### src/rtl/mcu_pkg.sv
// rtl/mcu_pkg.sv - shared constants and FSM state type for the mcu sequencer
package mcu_pkg;

    localparam int DATA_W = 4;

    localparam logic [1:0] CLS_ALU   = 2'b00;
    localparam logic [1:0] CLS_LOAD  = 2'b01;
    localparam logic [1:0] CLS_STORE = 2'b10;
    localparam logic [1:0] CLS_LDI   = 2'b11;

    localparam logic [1:0] OP_ADD = 2'b00;
    localparam logic [1:0] OP_SUB = 2'b01;
    localparam logic [1:0] OP_AND = 2'b10;
    localparam logic [1:0] OP_OR  = 2'b11;

    typedef enum logic [1:0] {
        ST_IDLE      = 2'd0,
        ST_EXEC      = 2'd1,
        ST_LOAD_WAIT = 2'd2
    } state_t;

endpackage

### src/rtl/mcu_regfile.sv
// rtl/mcu_regfile.sv - 4x4 register file, two async read ports, one sync write port
module mcu_regfile
    import mcu_pkg::*;
#(
    parameter logic [DATA_W-1:0] REG_INIT = 4'h0
) (
    input  logic              clk,
    input  logic              rst_n,
    input  logic [1:0]        ra_addr,
    output logic [DATA_W-1:0] ra_data,
    input  logic [1:0]        rb_addr,
    output logic [DATA_W-1:0] rb_data,
    input  logic              we,
    input  logic [1:0]        waddr,
    input  logic [DATA_W-1:0] wdata
);

    logic [DATA_W-1:0] regs [4];

    always_ff @(posedge clk or negedge rst_n) begin
        if (!rst_n) begin
            for (int i = 0; i < 4; i++) begin
                regs[i] <= REG_INIT;
            end
        end else if (we) begin
            regs[waddr] <= wdata;
        end
    end

    assign ra_data = regs[ra_addr];
    assign rb_data = regs[rb_addr];

endmodule

### src/rtl/mcu_sequencer.sv
// rtl/mcu_sequencer.sv - 8-bit instruction sequencer driving an external ALU and RAM
// Optional zero flag output enabled by MCU_SEQ_ZERO_FLAG_EN.
module mcu_sequencer
    import mcu_pkg::*;
#(
    parameter logic [DATA_W-1:0] REG_INIT = 4'h0
) (
    input  logic              clk,
    input  logic              rst_n,
    input  logic [7:0]        instr,
    input  logic              instr_valid,
    output logic              instr_ready,
    output logic [DATA_W-1:0] alu_a,
    output logic [DATA_W-1:0] alu_b,
    output logic [1:0]        alu_opcode,
    input  logic [DATA_W-1:0] alu_result,
    output logic [DATA_W-1:0] ram_addr,
    output logic [DATA_W-1:0] ram_din,
    output logic              ram_we,
    input  logic [DATA_W-1:0] ram_dout,
    output logic              busy,
    output logic              retire
`ifdef MCU_SEQ_ZERO_FLAG_EN
    ,
    output logic              zero
`endif
);

    state_t            state_q, state_d;
    logic [7:0]        ir_q;
    logic [1:0]        cls;
    logic [1:0]        ra_addr;
    logic [DATA_W-1:0] ra_data, rb_data;
    logic              wr_en;
    logic [1:0]        wr_addr;
    logic [DATA_W-1:0] wr_data;

    assign cls = ir_q[7:6];
    // Port A serves the ALU destination operand or the STORE source register.
    assign ra_addr = (cls == CLS_ALU) ? ir_q[3:2] : ir_q[5:4];

    always_ff @(posedge clk or negedge rst_n) begin
        if (!rst_n) begin
            state_q <= ST_IDLE;
            ir_q    <= 8'h00;
        end else begin
            state_q <= state_d;
            if (state_q == ST_IDLE && instr_valid) begin
                ir_q <= instr;
            end
        end
    end

    always_comb begin
        state_d     = state_q;
        instr_ready = 1'b0;
        busy        = 1'b1;
        retire      = 1'b0;
        alu_a       = '0;
        alu_b       = '0;
        alu_opcode  = OP_ADD;
        ram_addr    = '0;
        ram_din     = '0;
        ram_we      = 1'b0;
        wr_en       = 1'b0;
        wr_addr     = ir_q[5:4];
        wr_data     = ir_q[3:0];
        case (state_q)
            ST_IDLE: begin
                busy        = 1'b0;
                instr_ready = 1'b1;
                if (instr_valid) begin
                    state_d = ST_EXEC;
                end
            end
            ST_EXEC: begin
                case (cls)
                    CLS_ALU: begin
                        alu_a      = ra_data;
                        alu_b      = rb_data;
                        alu_opcode = ir_q[5:4];
                        wr_en      = 1'b1;
                        wr_addr    = ir_q[3:2];
                        wr_data    = alu_result;
                        retire     = 1'b1;
                        state_d    = ST_IDLE;
                    end
                    CLS_LOAD: begin
                        ram_addr = ir_q[3:0];
                        state_d  = ST_LOAD_WAIT;
                    end
                    CLS_STORE: begin
                        ram_addr = ir_q[3:0];
                        ram_din  = ra_data;
                        ram_we   = 1'b1;
                        retire   = 1'b1;
                        state_d  = ST_IDLE;
                    end
                    default: begin
                        wr_en   = 1'b1;
                        retire  = 1'b1;
                        state_d = ST_IDLE;
                    end
                endcase
            end
            ST_LOAD_WAIT: begin
                ram_addr = ir_q[3:0];
                wr_en    = 1'b1;
                wr_data  = ram_dout;
                retire   = 1'b1;
                state_d  = ST_IDLE;
            end
            default: begin
                state_d = ST_IDLE;
            end
        endcase
    end

    mcu_regfile #(
        .REG_INIT (REG_INIT)
    ) u_regfile (
        .clk     (clk),
        .rst_n   (rst_n),
        .ra_addr (ra_addr),
        .ra_data (ra_data),
        .rb_addr (ir_q[1:0]),
        .rb_data (rb_data),
        .we      (wr_en),
        .waddr   (wr_addr),
        .wdata   (wr_data)
    );

`ifdef MCU_SEQ_ZERO_FLAG_EN
    always_ff @(posedge clk or negedge rst_n) begin
        if (!rst_n) begin
            zero <= 1'b0;
        end else if (wr_en) begin
            zero <= (wr_data == '0);
        end
    end
`endif

endmodule

### config.mk
export PLATFORM = sky130hd
export DESIGN_NAME = mcu_sequencer
export DESIGN_NICKNAME = d
export VERILOG_FILES = /design/src/rtl/mcu_pkg.sv /design/src/rtl/mcu_regfile.sv /design/src/rtl/mcu_sequencer.sv
export SDC_FILE = /design/constraint.sdc
export NUM_CORES = 1
export LEC_CHECK = 0
export CAP_MARGIN = 30
export CORE_MARGIN = 1
export CORE_UTILIZATION = 33
export CTS_BUF_LIST = sky130_fd_sc_hd__clkbuf_4 sky130_fd_sc_hd__clkbuf_8
export DETAILED_ROUTE_END_ITERATION = 6
export GPL_TIMING_DRIVEN = 0
export PLACE_DENSITY = 0.54
export SYNTH_ARGS = -nofsm -noshare
export SYNTH_HDL_FRONTEND = slang
export SYNTH_SLANG_ARGS = --single-unit
export TNS_END_PERCENT = 30
### constraint.sdc
create_clock -name clk -period 5.4 [get_ports clk]
set_input_delay 0.81 -clock clk [delete_from_list [all_inputs] [get_ports clk]]
set_output_delay 0.81 -clock clk [all_outputs]
set_load 0.02 [all_outputs]
Yosys cells after proc, flatten, opt, wreduce, memory -nomap -nowiden
Cells that the tools add are included.

Divide/modulo/power cells: 0. Reduce and logical (&&, ||, !) cells: 5. Mux-type cells: 34. Equal/unequal tests: 5. $lt $le $gt $ge: 4. Add/subtract/negate cells: 0. Bitwise gates (word level): 3. $mul: 0. Shift-type cells: 0.

Operator list (number): two-way mux 4 bit (13); binary-select mux 4 bit (select 2 bit) (2); bitwise mux 16 bit (1); case mux 4 bit (2 select lines) (2); two-way mux 2 bit (6); >= comparator 3 bit (second input constant) (3); NOT 2 -> 3 bit (3); demux 4 bit (select 2 bit) (1); two-way mux 1 bit (6); equality test 2 x 1 -> 1 bit (second input constant) (2); equality test 2 bit (second input constant) (2); zero test 2 bit (2); case mux 1 bit (2 select lines) (2); case mux 2 bit (2 select lines) (1); < comparator 3 x 1 -> 1 bit (second input constant) (1); logical AND 1 bit (2); inequality test 2 bit (second input constant) (1); OR reduction 2 bit (1).

Bits of input ports: 19. ROM bits: 0. Register bits after elaboration: 26. Latch bits: 0. Bits in writable memories: 0. Memories: 0. Output and inout port bits: 22.

Depth between registers and ports, before layout
Gate-level depths: netlist of run 1.

Word-level depth: 9. Gate-level depth with buffers: 7. Gate-level depth less buffers: 6.

Cells and area by module
Synthesis of run 1 repeated with hierarchy kept, for this count alone.

Cell total of the unflattened synthesis: 138. Area total of the unflattened synthesis: 1640.3 um^2.

Modules (own cells, without submodules): mcu_sequencer (area an instance 833.3 um^2, instances 1, cells an instance 94); mcu_regfile (area an instance 807.0 um^2, instances 1, cells an instance 44).

Worst setup path before layout of run 1
OpenSTA, ideal clock, no wires.

Kind: register to output. From: reg ir_q[6]. To: out alu_a[2]. Arrival: 1815 ps. Setup slack: 2775 ps. Data required time: 4590 ps. Stages on the path, launching flop included: 8. Path through: dfrtp_1 -> inv_1 -> ha_1 -> buf_6 -> mux2i_4 -> mux2i_1 -> mux2_4 -> nor2_1.

Word-level cells in the longest chain between the ends: 8.

Ends and longest elaborated chain: start: declaration (RTL line mcu_sequencer.sv:30) `logic [7:0] ir_q;`; start signal: assignment (RTL line mcu_sequencer.sv:49) `ir_q <= instr;`; zero test 2 bit (*) (RTL line mcu_sequencer.sv:40, mcu_sequencer.sv:77); two-way mux 2 bit (RTL line mcu_sequencer.sv:40) `assign ra_addr = (cls == CLS_ALU) ? ir_q[3:2] : ir_q[5:4];`; NOT 2 -> 3 bit (implied by the code) (RTL line mcu_regfile.sv:30) `assign ra_data = regs[ra_addr];`; binary-select mux 4 bit (select 2 bit) (RTL line mcu_regfile.sv:30); two-way mux 4 bit (implied by the code) (2 in series) (RTL line mcu_regfile.sv:30); two-way mux 4 bit (*) (RTL line mcu_sequencer.sv:77) `case (cls)`; two-way mux 4 bit (*) (RTL line mcu_sequencer.sv:68) `case (state_q)`; end: declaration (RTL line mcu_sequencer.sv:13) `output logic [DATA_W-1:0] alu_a,`.

Mark *: on every way between the ends. The rest lies on a longest branch, timed or not. The select of a mux whose other input is x is not followed.

Final worst setup path of run 1
From: reg ir_q[6]. To: out alu_a[0].

Same word-level chain as after synthesis.

==> flow_summary.json, run 1 <==
{
  "status": "finished clean",
  "p_per_area_mw_per_mm2": 634,
  "place_ws_ps": 2080,
  "cp_top_family": "multiplexers",
  "ctsResizeCount": 0,
  "final.min_clock_period_ps": 3630,
  "finalSetupTns_ps": 0,
  "wire_per_inst_um": 17.2,
  "cts_buffer_depth": 2,
  "num_antenna_cells": 0,
  "crit_top_cell": "mux2i_1",
  "area.growth.synth_to_final_pct": 34.0,
  "hp-start": "state_q[1]$_DFFE_PN0P_",
  "dp_cells": 253,
  "met3WireLength_um": 204,
  "numClockSinks": 26,
  "grt-ovfl-total": 0,
  "finalCritPeriodShare_pct": 67.2,
  "highest_layer": "met4",
  "route.vias.total": 1318,
  "syn-num-nets": 172,
  "synth_top_area_cell": "dfrtp_1",
  "critPathSlowestCell": "mux2i_1",
  "die_h_um": 73.0,
  "synth.distinct_cells": 28,
  "fin_ws_ps": 1770,
  "rrSetupSlack_ps": 3170,
  "worst-path-buf-inv": 3,
  "htreeDepth": 1,
  "critical_path_class": "reg -> out",
  "wl_met2_mm": 2.13,
  "max_stage_delay_ps": 650,
  "cp-end-kind": "output pin",
  "grt_max_degree": 21,
  "fin_nets": 218,
  "synth-seq-cells": 26,
  "synth_warnings": 0,
  "finClkSkew_ps": 1.93,
  "cts_tree": "yes",
  "placeableCoreArea_sq_mm": 0.00479,
  "track_usage_pct": 17.9,
  "synth_seq_area_share_pct": 39.1,
  "synth-adder-area-share_pct": 6.01,
  "io_pins": 41,
  "synth_cells": 145,
  "setup_viol": 0,
  "finalMaxSlewViolations": 0,
  "postPlaceCellArea_sq_mm": 0.00218,
  "path_cells": "inv_1 > ha_1 > buf_6 > mux2i_1 > mux2i_1 > nor2b_1 > clkdlybuf4s50_1",
  "drtIter0Drc": 40,
  "cts_buffers": 3,
  "fmax_mhz": 276,
  "drc_errors": 0,
  "clk_pin_slew_worst_paths_ps": 90,
  "hpwlAfterDp_mm": 3.36,
  "grt_pass1_wl_mm": 7.00,
  "synth_top_cell_area_share_pct": 39.1,
  "cp_max_fo": 7,
  "drive_gt1_share_pct": 20.5,
  "power.leakage_nw": 0.943,
  "tightest_slew_ps": 750,
  "drt-met1-wl_mm": 2.02,
  "antenna_found_initial": 0,
  "cp-start-kind": "register",
  "timing.rr.start": "ir_q[6]$_DFFE_PN0P_",
  "arrival_ps": 2820,
  "rsz0062_at_grt": "false",
  "syn_avg_cell_area_sq_um": 11.5,
  "yosys.area_share.xor_xnor_pct": 0,
  "routabilityCongestion": 0.747,
  "hold_class": "reg -> reg",
  "start_util_pct": 34.8,
  "synthTopCellsByArea": "dfrtp_1 (39%), mux2_2 (17%), mux2i_1 (7.2%), ha_1 (6.0%), mux4_2 (5.4%)",
  "fin_area_sq_mm": 0.00223,
  "crit_required_ps": 4590,
  "synth_mux_area_share_pct": 31.8,
  "synthSimpleGateAreaFrac_pct": 13.9,
  "design.die.area_sq_mm": 0.00533,
  "maxCapViolations": 0,
  "viasPerCell": 5.13,
  "syn_area_sq_mm": 0.00167,
  "hold_viol_final": 0,
  "crit_start": "ir_q[6]$_DFFE_PN0P_",
  "die_width_um": 73.0,
  "hold_buffers": 0,
  "synth-compound-area-share_pct": 6.46,
  "grt_pass1_vias": 1349,
  "antenna_left": 0,
  "rows": 25,
  "root_buffer": "clkbuf_8",
  "cts_setup_buffers": 0,
  "io_buffers": 40,
  "clk_latency_ps": 270,
  "max-vdd-ir-drop_mv": 0.248,
  "routed_wl_mm": 4.41,
  "stdcell_count": 257,
  "max_slew_margin_pct": 48.6,
  "synth_top_family_by_area": "multiplexers",
  "finalPower_mw": 1.42,
  "dr.pass1.iters": 4
}
## cells in the mapped netlist (all sizes together)
library cell  number
a211oi             1
a21o               1
a21oi              4
a32oi              4
and2               8
and3               3
buf                2
clkbuf             1
dfrtp             26
ha                 8
inv                7
mux2              26
mux2i             13
mux4               4
nand2              9
nand3              1
nand3b             2
nand4              1
nand4b             2
nor2               4
nor2b             10
nor3               1
o21ai              6
o21bai             1
## per-layer routing
| layer | GRT usage [%] | vias to the layer above |
|---|---|---|
| met1 | 23.7 | 655 |
| li1 | - | 609 |
| met4 | 6.75 | 0 |
| met5 | 0 | - |
| met2 | 29.7 | 48 |
| met3 | 2.35 | 6 |
## cell usage in the layout (no fill, tap or decap), drive strengths merged, types with 5 or more instances in the layout
cell type and instances:
clkdlybuf4s50 40, clkbuf 5, inv 7, o21ai 6, nand2 9, nor2b 10, mux2i 13, dfrtp 26
ha 8, mux2 26, and2 8
## per-stage QoR
stage          hold WS, ps  util [%]
2_1_floorplan          475         -
3_3_place_gp           505      44.9
3_5_place_dp           515      45.5
4_1_cts                536      46.6
5_1_grt                571      46.6
6_report               533      46.6
## power by group
part | switching, mW | internal, mW | total, mW
registers | 0.0966 | 0.289 | 0.385
clock network | 0.0613 | 0.0652 | 0.126
logic | 0.454 | 0.450 | 0.904
total | 0.612 | 0.805 | 1.42
## tightest hold or removal path, delay by kind of cell (launching register included)
kind	cells	cell delay, ps
AOI/OAI and AO/OA	1	60
and+or+nand+nor	1	60
DFF	1	380
## final timing paths
kind	depth (start not counted)	to
worst max-delay path	7	alu_a[0]
worst min register to register	2	state_q[1]$_DFFE_PN0P_
min in group asynchronous	1	ir_q[6]$_DFFE_PN0P_
max in group asynchronous	2	u_regfile.regs[3]$_DFFE_PN0P_
worst max register to register	7	u_regfile.regs[10]$_DFFE_PN0P_
worst min-delay path	2	state_q[1]$_DFFE_PN0P_
## logic make-up (layout without fill, tap and decap cells)
kind of cell / Yosys count / in the layout
flops: 26 / 26
buf+inv: 10 / 55
mux: 43 / 43
compound gates: 17 / 17
simple gates: 41 / 41
fa+ha+maj: 8 / 8
## sequential cells by signal (all words and copies together) (netlist names)
signal and flops:
u_regfile.regs 16, ir_q 8, state_q 2
## cell type report
| cell class | instances | area, sq um |
|---|---|---|
| Timing Repair Buffer | 41 | 428 |
| Buffer | 3 | 20.0 |
| Fill cell | 452 | 2550 |
| Inverter | 7 | 26.3 |
| Multi-Input combinational cell | 109 | 968 |
| Sequential cell | 26 | 651 |
| Clock buffer | 4 | 55.1 |
| Tap cell | 67 | 83.8 |
Note: power is estimated with default switching activity, not from simulation.
==> run 2: changes to the inputs <==
--- a/config.mk
+++ b/config.mk
@@ -11,7 +11,7 @@
 export CTS_BUF_LIST = sky130_fd_sc_hd__clkbuf_4 sky130_fd_sc_hd__clkbuf_8
 export DETAILED_ROUTE_END_ITERATION = 6
 export GPL_TIMING_DRIVEN = 0
-export PLACE_DENSITY = 0.54
+export PLACE_DENSITY = 0.56
 export SYNTH_ARGS = -nofsm -noshare
 export SYNTH_HDL_FRONTEND = slang
 export SYNTH_SLANG_ARGS = --single-unit
==> constraint.sdc (replaced) <==
create_clock -name clk -period 3 [get_ports clk]
set_input_delay 0.45 -clock clk [delete_from_list [all_inputs] [get_ports clk]]
set_output_delay 0.45 -clock clk [all_outputs]
set_load 0.02 [all_outputs]
==> run 2 against run 1 <==
Global-route usage shrank 1.5 points. Final area grew 2.1%. Utilization grew 0.99 points. Die area is the same. Count of clock-buffer cells in the layout shrank 1.
==> flow_summary.json, run 2 (synthesis results as in run 1) <==
{
  "clk_latency_ps": 270,
  "path_cells": "inv_1 > ha_1 > buf_2 > a21oi_1 > nor2_1 > and2_1 > clkdlybuf4s50_1",
  "drive_gt1_share_pct": 22.5,
  "route.vias.total": 1272,
  "placeableCoreArea_sq_mm": 0.00479,
  "final.min_clock_period_ps": 2840,
  "grt_max_degree": 17,
  "die_h_um": 73.0,
  "drc_errors": 0,
  "cp_max_fo": 10,
  "crit_required_ps": 2550,
  "postPlaceCellArea_sq_mm": 0.00218,
  "clk_pin_slew_worst_paths_ps": 90,
  "drt-met1-wl_mm": 1.81,
  "largest_reg_flops": 16,
  "fmax_mhz": 352,
  "design.die.area_sq_mm": 0.00533,
  "utilization_pct": 47.6,
  "cp-end-kind": "output pin",
  "antenna_found_initial": 0,
  "fin_nets": 219,
  "grt_pass1_wl_mm": 6.51,
  "io_pins": 41,
  "largest_register": "u_regfile.regs",
  "met3WireLength_um": 178,
  "cp-start-kind": "register",
  "routabilityCongestion": 0.796,
  "viasPerCell": 4.93,
  "status": "finished clean",
  "start_util_pct": 34.8,
  "wl_met2_mm": 2.03,
  "finalSetupTns_ps": 0,
  "highest_layer": "met4",
  "holdWs_ps": 536,
  "antenna_left": 0,
  "hpwlAfterDp_mm": 3.20,
  "maxCapViolations": 0,
  "htreeDepth": 1,
  "power.leakage_nw": 0.990,
  "finalCritPeriodShare_pct": 94.8,
  "dp_cells": 253,
  "finalPower_mw": 2.68,
  "die_width_um": 73.0,
  "p_per_area_mw_per_mm2": 1180,
  "fin_area_sq_mm": 0.00228,
  "worst-path-buf-inv": 3,
  "root_buffer": "clkbuf_8",
  "wire_per_inst_um": 15.7,
  "critical_path_class": "reg -> out",
  "num_antenna_cells": 0,
  "cts_tree": "yes",
  "hold_buffers": 0,
  "grt_pass1_vias": 1310,
  "rsz0062_at_grt": "true",
  "drtIter0Drc": 34,
  "rows": 25,
  "finClkSkew_ps": 2.17,
  "stdcell_count": 258,
  "cts_buffers": 3,
  "arrival_ps": 2390,
  "track_usage_pct": 16.4,
  "setup_viol": 0,
  "cts_buffer_depth": 2,
  "finalMaxSlewViolations": 0,
  "cp_top_family": "buffers and inverters",
  "final_common_cell": "clkdlybuf4s50_1",
  "io_buffers": 40,
  "numClockSinks": 26,
  "hold_class": "in -> async",
  "max-vdd-ir-drop_mv": 0.597,
  "dr.pass1.iters": 4,
  "hold_viol_final": 0,
  "max_slew_margin_pct": 60.1,
  "routed_wl_mm": 4.04,
  "final_cell_mix": "clkdlybuf4s50_1 (32), dfrtp_1 (26), mux2_2 (25)",
  "grt-ovfl-total": 0,
  "area.growth.synth_to_final_pct": 36.9,
  "fin_ws_ps": 156,
  "reg_top3": "u_regfile.regs (16), ir_q (8), state_q (2)",
  "max_stage_delay_ps": 610,
  "tightest_slew_ps": 599,
  "place_ws_ps": -35.4,
  "critPathSlowestCell": "clkdlybuf4s50_1"
}
run 2: timing repair:
action / in CTS / in global routing
gates resized for setup: 11 / 2
setup endpoints to repair: 8 / 2
buffers inserted: 1 / 0
run 2: final cells by class:
type	count	area, sq um
clock inverter	1	30.0
clock buffer	3	41.3
timing repair buffer	42	439
buffer	3	20.0
inverter	7	26.3
tap	67	83.8
sequential	26	651
fill	455	2510
multi-input combinational	109	988
run 2: per-layer routing:
layer / global-route usage, % / vias to the layer above
met5: 0 / -
met4: 2.61 / 0
met3: 3.59 / 2
met2: 28.1 / 33
met1: 21.7 / 623
li1: - / 614
run 2: worst paths after layout:
check	slack (ps)	start	cells after the start	to
max in group asynchronous	1970	rst_n	2	u_regfile.regs[11]$_DFFE_PN0P_
setup reg to reg	790	ir_q[6]$_DFFE_PN0P_	7	u_regfile.regs[4]$_DFFE_PN0P_
setup / recovery	160	state_q[1]$_DFFE_PN0P_	7	ram_addr[0]
min in group clk	540	u_regfile.regs[7]$_DFFE_PN0P_	1	u_regfile.regs[7]$_DFFE_PN0P_
hold / removal	540	rst_n	1	ir_q[4]$_DFFE_PN0P_
hold reg to reg	540	u_regfile.regs[7]$_DFFE_PN0P_	1	u_regfile.regs[7]$_DFFE_PN0P_
run 2: where the power goes:
part	internal [mW]	switching, mW
Sequential	0.520	0.175
Clock	0.179	0.115
Combinational	0.858	0.834
Total	1.56	1.12
==> run 3: changes to the inputs <==
--- a/config.mk
+++ b/config.mk
@@ -6,6 +6,7 @@
 export NUM_CORES = 1
 export LEC_CHECK = 0
 export CAP_MARGIN = 30
+export CORE_ASPECT_RATIO = 1.2
 export CORE_MARGIN = 1
 export CORE_UTILIZATION = 33
 export CTS_BUF_LIST = sky130_fd_sc_hd__clkbuf_4 sky130_fd_sc_hd__clkbuf_8
==> run 3 against run 2 <==
Setup slack better by 92 ps. Critical path type unchanged. Sequential cell count did not move. Sequential share of layout area increased by 0.45 points. Largest power group unchanged. Power fell by 4.7%.
==> flow_summary.json, run 3 (synthesis results as in run 1) <==
{
  "max-vdd-ir-drop_mv": 0.476,
  "cp-end-kind": "output pin",
  "grt-ovfl-total": 0,
  "drc_errors": 0,
  "dp_cells": 244,
  "routabilityCongestion": 0.765,
  "wire_per_inst_um": 17.2,
  "cts_buffer_depth": 2,
  "reg_top3": "u_regfile.regs (16), ir_q (8), state_q (2)",
  "r2r-end": "u_regfile.regs[9]$_DFFE_PN0P_",
  "num_antenna_cells": 0,
  "rrSetupSlack_ps": 850,
  "final.min_clock_period_ps": 2750,
  "hp-start": "state_q[1]$_DFFE_PN0P_",
  "finalPower_mw": 2.55,
  "stdcell_count": 248,
  "finalCritPeriodShare_pct": 91.7,
  "critical_path_class": "reg -> out",
  "track_usage_pct": 17.6,
  "status": "finished clean",
  "highest_layer": "met4",
  "hold_path_end": "state_q[1]$_DFFE_PN0P_",
  "antenna_found_initial": 0,
  "die_h_um": 79.8,
  "fmax_mhz": 363,
  "finalMaxSlewViolations": 0,
  "rows": 27,
  "cts_buffers": 3,
  "design.die.area_sq_mm": 0.00534,
  "tightest_slew_ps": 663,
  "rsz0062_at_grt": "false",
  "hpwlAfterDp_mm": 3.28,
  "cts_tree": "yes",
  "arrival_ps": 2300,
  "hold_class": "reg -> reg",
  "cp-start-kind": "register",
  "crit_required_ps": 2550,
  "fin_ws_ps": 248,
  "htreeDepth": 1,
  "met3WireLength_um": 84,
  "cp_max_fo": 8,
  "routed_wl_mm": 4.26,
  "drtIter0Drc": 38,
  "maxCapViolations": 0,
  "area.growth.synth_to_final_pct": 34.8,
  "grt_max_degree": 16,
  "io_buffers": 40,
  "largest_register": "u_regfile.regs",
  "hold_buffers": 0,
  "route.vias.total": 1279,
  "final_cell_mix": "clkdlybuf4s50_1 (32), dfrtp_1 (26), mux2_2 (25)",
  "clk_pin_slew_worst_paths_ps": 80,
  "wl_met2_mm": 2.26,
  "io_pins": 41,
  "r2r_cells": 7,
  "die_width_um": 66.9,
  "dr.pass1.iters": 4,
  "largest_reg_flops": 16,
  "power.leakage_nw": 1.04,
  "fin_nets": 219,
  "hold_viol_final": 0,
  "root_buffer": "clkbuf_8",
  "clk_latency_ps": 270,
  "place_ws_ps": 6.66,
  "p_per_area_mw_per_mm2": 1140,
  "max_slew_margin_pct": 55.7,
  "drive_gt1_share_pct": 21.1,
  "viasPerCell": 5.16,
  "grt_pass1_vias": 1385,
  "antenna_left": 0,
  "final_common_cell": "clkdlybuf4s50_1",
  "grt_pass1_wl_mm": 6.90,
  "drt-met1-wl_mm": 1.87,
  "start_util_pct": 35.2,
  "timing.rr.start": "ir_q[6]$_DFFE_PN0P_",
  "setup_viol": 0,
  "numClockSinks": 26,
  "placeableCoreArea_sq_mm": 0.00473,
  "hold_depth": 2,
  "finalSetupTns_ps": 0,
  "finClkSkew_ps": 6.59
}
run 3: cell types whose count changed in the layout (fill, tap and decap cells not counted), sizes merged:
cell / change
bufinv: -1
clkdlybuf4s15: -1
dlygate4sd2: -3
dlymetal6s2s: +4
run 3: stage by stage:
step                      cell area (sq um)  utilization, %  hold WS [ps]
final                                  2240            47.5           512
after global routing                   2240            47.5           559
after CTS                              2230            47.2           521
after detailed placement               2170            45.8           502
after global placement                 2140            45.2           491
after floorplan                        1670               -           154
run 3: power by group:
part / leakage, nW / internal, mW / switching, mW
clock network: 0.0216 / 0.0900 / 0.103
registers: 0.315 / 0.520 / 0.189
logic: 0.700 / 0.849 / 0.803
total: 1.04 / 1.46 / 1.10
run 3: worst max path at each step:
stage | from | to | slack (ps) | cells after the start
floorplan | ir_q[6]$_DFFE_PN0P_ | alu_a[2] | 740 | 7
global placement | ir_q[6]$_DFFE_PN0P_ | ram_din[1] | 6 | 7
detailed placement | ir_q[7]$_DFFE_PN0P_ | alu_a[1] | 7 | 7
CTS | ir_q[7]$_DFFE_PN0P_ | alu_a[0] | 30 | 9
global route | ir_q[7]$_DFFE_PN0P_ | ram_din[1] | 70 | 9
finish | ir_q[7]$_DFFE_PN0P_ | ram_din[2] | 250 | 9
run 3: what timing repair did:
item                       in CTS  in global routing
pin swaps                       0                  0
gates resized for setup         6                  4
setup endpoints to repair       8                  4
buffers inserted                1                  0
run 3: critical path, stage by stage (launching register included):
cell and delay (ps):
dfrtp_1 400, inv_1 110, ha_1 170, buf_6 150, mux2i_4 250, buf_12 160, mux2i_1 70, mux2_4 280
nor2b_2 110, dlygate4sd2_1 330
run 3: area by class of cell:
type,count,area (sq um)
tap,58,72.6
timing repair buffer,42,453
clock buffer,3,41.3
multi-input combinational,109,981
buffer,3,20.0
fill,455,2480
sequential,26,651
inverter,7,26.3
run 3: layer usage:
metal	GRT usage [%]	vias up
met5	0	-
met3	2.14	5
li1	-	616
met2	31.0	13
met4	4.47	0
met1	22.3	645
